**config.mk**
```make
export PLATFORM = sky130hd
export DESIGN_NAME = exec_result_buffer
export DESIGN_NICKNAME = d
export VERILOG_FILES = /design/src/rtl/exec_pkg.sv /design/src/rtl/exec_exc_rewrite.sv /design/src/rtl/exec_result_buffer.sv
export SDC_FILE = /design/constraint.sdc
export NUM_CORES = 1
export LEC_CHECK = 0
export ABC_AREA = 0
export BUFFER_PORTS_ARGS = -buffer_cell sky130_fd_sc_hd__buf_2
export CORE_MARGIN = 4
export CORE_UTILIZATION = 40
export DETAILED_ROUTE_END_ITERATION = 6
export SYNTH_ARGS = -nofsm -noshare
export SYNTH_HDL_FRONTEND = slang
export SYNTH_HIERARCHICAL = 1
export SYNTH_SLANG_ARGS = --single-unit
```
**constraint.sdc**
```tcl
create_clock -name clock -period 2.5 [get_ports clock]
set_input_delay 0.25 -clock clock [delete_from_list [all_inputs] [get_ports clock]]
set_output_delay 0.25 -clock clock [all_outputs]
set_load 0.1 [all_outputs]
```
**src/rtl/exec_pkg.sv**
```systemverilog
// exec_pkg: shared widths, register/exception constants, entry and occupancy types for the execute result buffer
package exec_pkg;
    localparam int DATA_W = 32;
    localparam int REG_W  = 5;
    localparam int EXC_W  = 3;
    localparam logic [REG_W-1:0] RSTATUS_REG = 5'd30;
    localparam logic [EXC_W-1:0] EXC_NONE = 3'd0;
    localparam logic [EXC_W-1:0] EXC_ADD  = 3'd1;
    localparam logic [EXC_W-1:0] EXC_ADDI = 3'd2;
    localparam logic [EXC_W-1:0] EXC_SUB  = 3'd3;
    localparam logic [EXC_W-1:0] EXC_MUL  = 3'd4;
    localparam logic [EXC_W-1:0] EXC_DIV  = 3'd5;
    typedef struct packed {
        logic [DATA_W-1:0] result;
        logic [DATA_W-1:0] b;
        logic [REG_W-1:0]  rd;
        logic              we;
        logic              mem_wr;
    } entry_t;
    typedef enum logic [1:0] {EMPTY, ONE, TWO} state_t;
endpackage

```
**src/rtl/exec_exc_rewrite.sv**
```systemverilog
// exec_exc_rewrite: packs execute-stage fields into a buffer entry, turning overflows into $rstatus writes
// Ports: result/b/rd/we/mem_wr raw fields; ovf, exc_code overflow info; entry packed output.
// Build option EXEC_BUF_EXCEPTION_EN enables the rewrite; otherwise fields pass through verbatim.
module exec_exc_rewrite
    import exec_pkg::*;
(
    input  logic [DATA_W-1:0] result,
    input  logic [DATA_W-1:0] b,
    input  logic [REG_W-1:0]  rd,
    input  logic              we,
    input  logic              mem_wr,
    input  logic              ovf,
    input  logic [EXC_W-1:0]  exc_code,
    output entry_t            entry
);
`ifdef EXEC_BUF_EXCEPTION_EN
    logic hit;
    assign hit   = ovf & (exc_code != EXC_NONE);
    // store data is kept so a later handler still sees the original operand
    assign entry = hit ? {{(DATA_W-EXC_W){1'b0}}, exc_code, b, RSTATUS_REG, 1'b1, 1'b0}
                       : {result, b, rd, we, mem_wr};
`else
    logic unused_exc;
    assign unused_exc = ^{ovf, exc_code};
    assign entry      = {result, b, rd, we, mem_wr};
`endif
endmodule

```
**src/rtl/exec_result_buffer.sv**
```systemverilog
// exec_result_buffer: two-entry skid buffer decoupling execute from memory with a registered ready
// Ports: clock, reset_n (async active-low), flush (sync squash); in_* execute-side entry with
// in_valid/in_ready; out_* head entry with out_valid/out_ready. Build option EXEC_BUF_EXCEPTION_EN.
module exec_result_buffer
    import exec_pkg::*;
(
    input  logic              clock,
    input  logic              reset_n,
    input  logic              flush,
    input  logic              in_valid,
    output logic              in_ready,
    input  logic [DATA_W-1:0] in_result,
    input  logic [DATA_W-1:0] in_b,
    input  logic [REG_W-1:0]  in_rd,
    input  logic              in_we,
    input  logic              in_mem_wr,
    input  logic              in_ovf,
    input  logic [EXC_W-1:0]  in_exc_code,
    output logic              out_valid,
    input  logic              out_ready,
    output logic [DATA_W-1:0] out_result,
    output logic [DATA_W-1:0] out_b,
    output logic [REG_W-1:0]  out_rd,
    output logic              out_we,
    output logic              out_mem_wr
);
    state_t state, state_n;
    entry_t main_q, skid_q, cap;
    logic in_fire, out_fire, load_main, load_skid;

    exec_exc_rewrite u_rewrite (
        .result   (in_result),
        .b        (in_b),
        .rd       (in_rd),
        .we       (in_we),
        .mem_wr   (in_mem_wr),
        .ovf      (in_ovf),
        .exc_code (in_exc_code),
        .entry    (cap)
    );

    // ready decodes the state register only, so out_ready never reaches in_ready combinationally
    assign in_ready  = state != TWO;
    assign out_valid = state != EMPTY;
    assign in_fire   = in_valid & in_ready;
    assign out_fire  = out_valid & out_ready;
    assign load_skid = in_fire & ~out_fire & (state == ONE);
    assign load_main = (in_fire & ((state == EMPTY) | out_fire)) | (out_fire & (state == TWO));
    assign {out_result, out_b, out_rd, out_we, out_mem_wr} = main_q;

    always_comb begin
        state_n = flush ? EMPTY :
                  state == EMPTY ? (in_fire ? ONE : EMPTY) :
                  state == ONE   ? (in_fire == out_fire ? ONE : in_fire ? TWO : EMPTY) :
                                   (out_fire ? ONE : TWO);
    end

    always_ff @(posedge clock or negedge reset_n) begin
        if (!reset_n) begin
            state  <= EMPTY;
            main_q <= '0;
            skid_q <= '0;
        end else begin
            state <= state_n;
            if (!flush && load_main) main_q <= state == TWO ? skid_q : cap;
            if (!flush && load_skid) skid_q <= cap;
        end
    end
endmodule

```
### Word level (Yosys, flattened, before mapping)

Index checks and enable logic that the tools add are counted.

* register bits after elaboration: 144
* bits of input ports: 80
* output and inout port bits: 73
* logic and storage cells: 37

* eq/ne operators: 4
* mux-type cells: 8
* bitwise operators: 9
* reductions and logical operators: 5

Operators with widths (number)
* 71-bit 2-to-1 mux: 1
* 2-bit 2-to-1 mux: 6
* 1-bit AND: 6
* 2-bit by 1-bit == test with 1-bit output (second input constant): 1
* 2-bit == test (second input constant): 1
* 1-bit logical AND: 2
* 2-bit zero test: 1
* 2-bit inequality test (second input constant): 1
* 1-bit OR: 2
* 2-bit nonzero test: 1
* 1-bit == test: 1
* 1-bit zero test: 1
* 1-bit 2-to-1 mux: 1
* 1-bit inverter: 1

### Depth between registers and ports, before layout

* depth after elaboration: 7
* depth in mapped cells: 6
* depth with buffers taken out: 4

### Hierarchy

Netlist, hierarchy kept.

Modules (own cells, without submodules)
* exec_result_buffer: instances 1, cells an instance 394, area each 6211.0 µm², sequential area each 3603.5 µm²
* exec_exc_rewrite: instances 1, cells an instance 71, area each 533.0 µm², sequential area each 0.0 µm²

### Least setup slack after synthesis

OpenSTA, ideal clock, no wires.

* path kind: register to register
* from: reg state[1]
* to: reg main_q (netlist bit out_result[22])
* setup time: 0.125 ns
* arrival: 1.950 ns
* required time: 2.375 ns
* setup slack: 0.424 ns
* stages on the path, launching flop included: 6
* buffers on the path: 1
* period minus slack after synthesis: 2.076 ns
* cell sequence: dfrtp_1 > nor2b_1 > buf_2 > inv_1 > mux2_2 > mux2_2

* elaborated cells between the ends (all ways): 12
* those cells by class: 2 x eq/ne; 1 x mux; 6 x bitwise; 3 x reduce/logical

RTL lines
* start: declaration: line exec_result_buffer.sv:27 `state_t state, state_n;`
* start signal: assignment: line exec_result_buffer.sv:64 `state <= state_n;`
* 2-bit inequality test: line exec_result_buffer.sv:43 `assign in_ready = state != TWO;`
* named net in_ready: line exec_result_buffer.sv:11 `output logic in_ready,`
* 1-bit AND: line exec_result_buffer.sv:45 `assign in_fire = in_valid & in_ready;`
* 1-bit AND: line exec_result_buffer.sv:48 `assign load_main = (in_fire & ((state == EMPTY) | out_fire)) | (out_fire & (state == TWO));`
* 1-bit OR: line exec_result_buffer.sv:48
* 1-bit logical AND: line exec_result_buffer.sv:65 `if (!flush && load_main) main_q <= state == TWO ? skid_q : cap;`
* end signal: assignment: line exec_result_buffer.sv:65
* end: declaration: line exec_result_buffer.sv:28 `entry_t main_q, skid_q, cap;`

The timed path passes the listed nets, and every way through them passes these cells.
A chain may end at the register's enable or synchronous reset.

### Final worst setup path

* from: reg state[1]
* to: out in_ready

* word-level cells in the longest chain between the ends: 1

RTL lines (line)
* 2-bit inequality test: exec_result_buffer.sv:43
* end: declaration: exec_result_buffer.sv:11

Every way passes these cells.

==> metrics.txt <==
# TYPE chip_impl_metric gauge
chip_impl_info{name="run_status",value="finished, final reports clean"} 1
chip_impl_info{name="critical_path_class",value="register to primary output"} 1
chip_impl_metric{name="initial_core_util",unit="%"} 40.81
chip_impl_metric{name="syn_area",unit="sq um"} 6744
chip_impl_info{name="reg2reg_to",value="out_rd[0]"} 1
chip_impl_metric{name="largest_incremental_delay_on_the_critical_path",unit="ns"} 0.47
chip_impl_metric{name="gr-total-overflow",unit=""} 0
chip_impl_metric{name="required",unit="ns"} 2.25
chip_impl_info{name="grt_setup_unrepaired",value="no"} 1
chip_impl_metric{name="worstMarginPinSlew",unit="ns"} 0.5429
chip_impl_metric{name="worstRegToRegCells",unit=""} 4
chip_impl_metric{name="core-area",unit="sq um"} 16520
chip_impl_metric{name="synth.yosys.warnings",unit=""} 6
chip_impl_metric{name="clock.fmax",unit="GHz"} 0.4505
chip_impl_info{name="end_kind",value="primary output"} 1
chip_impl_metric{name="final_period_minus_worst_setup_slack",unit="ns"} 2.220
chip_impl_metric{name="post_dp_cell_area",unit="sq um"} 7244
chip_impl_metric{name="antenna_violating_nets_post_route",unit=""} 0
chip_impl_metric{name="critical_path_cell_count",unit=""} 4
chip_impl_metric{name="drt-total-wl",unit="um"} 12700
chip_impl_metric{name="routabilityCongestion",unit=""} 0.6849
chip_impl_metric{name="cts_inserted_buffers",unit=""} 17
chip_impl_metric{name="clock_sink_count",unit=""} 144
chip_impl_metric{name="antenna_cells",unit=""} 0
chip_impl_metric{name="worst_clock_skew",unit="ns"} 0.005839
chip_impl_metric{name="fillers",unit=""} 1492
chip_impl_metric{name="placement_rows",unit=""} 47
chip_impl_metric{name="final.period_utilization",unit="%"} 88.79
chip_impl_info{name="crit_family",value="buffers and inverters"} 1
chip_impl_metric{name="wl_per_cell",unit="um"} 16.28
chip_impl_metric{name="detail_route.first_pass.iterations",unit=""} 3
chip_impl_metric{name="p_per_area",unit="nW/um^2"} 1099
chip_impl_metric{name="postSynthNetCount",unit=""} 545
chip_impl_metric{name="worst_slew_margin_rel",unit="%"} 63.81
chip_impl_metric{name="synth_cells",unit=""} 465
chip_impl_metric{name="synth_area_per_cell",unit="sq um"} 14.50
chip_impl_metric{name="leakage",unit="nW"} 3.526
chip_impl_metric{name="cp_num_buf_inv",unit=""} 3
chip_impl_metric{name="area.growth.synth_to_final",unit="%"} 16.73
chip_impl_metric{name="drt-vias-per-instance",unit=""} 4.831
chip_impl_info{name="r2r_path_start",value="state[1]"} 1
chip_impl_info{name="cp_slowest_cell",value="sky130_fd_sc_hd__dfrtp_1"} 1
chip_impl_metric{name="dieHeight",unit="um"} 137.8
chip_impl_metric{name="crit_arrival",unit="ns"} 1.97
chip_impl_metric{name="initialDrtViolationCount",unit=""} 123
chip_impl_metric{name="drv.max_cap_violation_count",unit=""} 0
chip_impl_info{name="hold_class",value="primary input to register"} 1
chip_impl_info{name="clock_tree.root_cell",value="sky130_fd_sc_hd__clkbuf_16"} 1
chip_impl_metric{name="grt_max_degree",unit=""} 78
chip_impl_metric{name="place_worst_setup_slack",unit="ns"} 0.5025
chip_impl_info{name="timing.critical_path.to",value="in_ready"} 1
chip_impl_metric{name="timing_hold_violations_final",unit=""} 0
chip_impl_metric{name="yosysSeqAreaShare",unit="%"} 53.43
chip_impl_metric{name="place_inst",unit=""} 747
chip_impl_metric{name="finalSetupViolations",unit=""} 0
chip_impl_metric{name="sum_of_negative_setup_slack",unit="ns"} 0
chip_impl_metric{name="antenna_found_initial",unit=""} 0
chip_impl_metric{name="worstSkewPairLatency",unit="ns"} 0.41
chip_impl_metric{name="postSynthRegisterBits",unit=""} 144
chip_impl_metric{name="chipWidth",unit="um"} 137.8
chip_impl_info{name="tritoncts",value="done"} 1
chip_impl_info{name="startpoint_type",value="register"} 1
chip_impl_metric{name="grt_first_pass_wirelength",unit="um"} 20230
chip_impl_metric{name="layout.cells.non_filler",unit=""} 780
chip_impl_metric{name="hpwl_dp",unit="um"} 8404
chip_impl_metric{name="nets",unit=""} 627
chip_impl_info{name="ordered_cell_list_for_the_critical_path",value="nor2b_4 -> buf_4 -> inv_1 -> buf_2"} 1
chip_impl_metric{name="post_synth_num_cell_types",unit=""} 20
chip_impl_metric{name="cts_repair_resize_count",unit=""} 0
chip_impl_metric{name="fin_hold_ws",unit="ns"} 0.07478
chip_impl_metric{name="port_buffers",unit=""} 148
chip_impl_metric{name="finalPower",unit="mW"} 8.653
chip_impl_metric{name="post-route-worst-setup-slack",unit="ns"} 0.2803
chip_impl_metric{name="drv_slew",unit=""} 0
chip_impl_metric{name="worst_ir_drop_vdd",unit="mV"} 0.4783
chip_impl_info{name="critical_path.startpoint",value="state[1]"} 1
chip_impl_metric{name="detailroute.via_count",unit=""} 3768
chip_impl_metric{name="fraction_of_layout_cells_with_a_size_suffix_above_1",unit="%"} 69.46
chip_impl_metric{name="boundaryPins",unit=""} 153
chip_impl_metric{name="fin_util",unit="%"} 47.64
chip_impl_metric{name="cts_max_path_buffers",unit=""} 2
chip_impl_metric{name="gr-usage-all-layers",unit="%"} 13.71
chip_impl_metric{name="drc",unit=""} 0
chip_impl_metric{name="final_cell_area",unit="sq um"} 7873
chip_impl_metric{name="clock_tree.htree_level_count",unit=""} 4
chip_impl_metric{name="clk_transition_reported_paths",unit="ns"} 0.06
chip_impl_metric{name="critical_path.max_fanout",unit=""} 34
chip_impl_metric{name="die-area",unit="sq um"} 19000
chip_impl_metric{name="ff_to_ff_setup_slack",unit="ns"} 0.52
chip_impl_metric{name="via_count_of_the_first_global_routing_pass",unit=""} 4018
-- layout make-up --
type	count	area [sq um]	area share [%]
Clock buffer	17	425.4	5.404
Clock inverter	15	192.7	2.448
Inverter	1	3.754	0.04768
Multi-Input combinational cell	227	2512	31.91
Sequential cell	144	3603	45.77
Tap cell	220	275.3	3.497
Timing Repair Buffer	156	859.6	10.92
-- per-layer routing --
layer	track usage [%]	routed length, um
met2	22.64	6239
met3	4.638	909
met5	0	0
met4	4.610	140
met1	16.87	5405
-- cells by family after synthesis --
kind of cell	share of synthesized area, %
compound gates	0.6493
buf+inv	9.555
flops	53.43
mux	35.57
simple gates	0.7977
-- synthesized netlist by cell type --
library cell	n	area [sq um]
sky130_fd_sc_hd__a21oi_1	2	10.01
sky130_fd_sc_hd__a21oi_4	1	16.27
sky130_fd_sc_hd__buf_1	1	3.750
sky130_fd_sc_hd__buf_2	14	70.07
sky130_fd_sc_hd__buf_4	73	548.0
sky130_fd_sc_hd__clkbuf_1	5	18.77
sky130_fd_sc_hd__dfrtp_1	144	3603
sky130_fd_sc_hd__inv_1	1	3.750
sky130_fd_sc_hd__mux2_1	15	168.9
sky130_fd_sc_hd__mux2_2	198	2230
sky130_fd_sc_hd__nand2_1	1	3.750
sky130_fd_sc_hd__nand2b_1	1	6.260
sky130_fd_sc_hd__nor2b_1	2	12.51
sky130_fd_sc_hd__nor3_1	1	5.000
sky130_fd_sc_hd__nor3b_1	1	7.510
sky130_fd_sc_hd__nor4_2	1	12.51
sky130_fd_sc_hd__o21ai_0	1	5.000
sky130_fd_sc_hd__o21ai_1	1	5.000
sky130_fd_sc_hd__o21bai_1	1	7.510
sky130_fd_sc_hd__or2_2	1	6.260
-- what timing repair did --
item,in CTS,in global routing
setup buffers,0,0
hold buffers,1,0
endpoints found under the hold margin,144,0
-- sequential cells by signal, summed over array words and instances (netlist names) --
name        flops
out_b          32
out_rd          5
out_mem_wr      1
out_we          1
state           2
skid_q         71
out_result     32
-- power breakdown --
group / internal [mW] / total [mW] / switching [mW]
Combinational: 0.705 / 2.86 / 2.16
Clock: 1.67 / 2.63 / 0.968
Sequential: 2.89 / 3.16 / 0.265
-- worst reg2reg max path, stage by stage, from the launching register on --
cell and delay, ns:
sky130_fd_sc_hd__dfrtp_1 0.47, sky130_fd_sc_hd__nor2b_4 0.21, sky130_fd_sc_hd__buf_4 0.46, sky130_fd_sc_hd__mux2_2 0.42, sky130_fd_sc_hd__mux2_1 0.29
-- how the worst min path moves through the flow --
stage / from / to / slack [ns] / depth (start not counted)
after global placement: reset_n / skid_q[21] / 0.28 / 2
after global routing: in_result[14] / skid_q[53] / 0.05 / 2
after CTS: in_result[14] / skid_q[53] / 0.05 / 2
final: in_b[14] / skid_q[21] / 0.07 / 2
after detailed placement: reset_n / skid_q[21] / 0.28 / 2
after floorplan: reset_n / out_b[0] / -0.05 / 0
-- cell usage in the layout, fill, tap and decap left out, types with 3 or more instances in the layout --
cell                        Yosys  final
sky130_fd_sc_hd__dfrtp_1      144    144
sky130_fd_sc_hd__clkbuf_16      0     17
sky130_fd_sc_hd__buf_12         0      4
sky130_fd_sc_hd__buf_4         73      3
sky130_fd_sc_hd__mux2_2       198    198
sky130_fd_sc_hd__clkinv_4       0      3
sky130_fd_sc_hd__clkinv_2       0      6
sky130_fd_sc_hd__bufinv_16      0      4
sky130_fd_sc_hd__mux2_1        15     15
sky130_fd_sc_hd__buf_2         14    147
(Power assumes the default switching activity.)
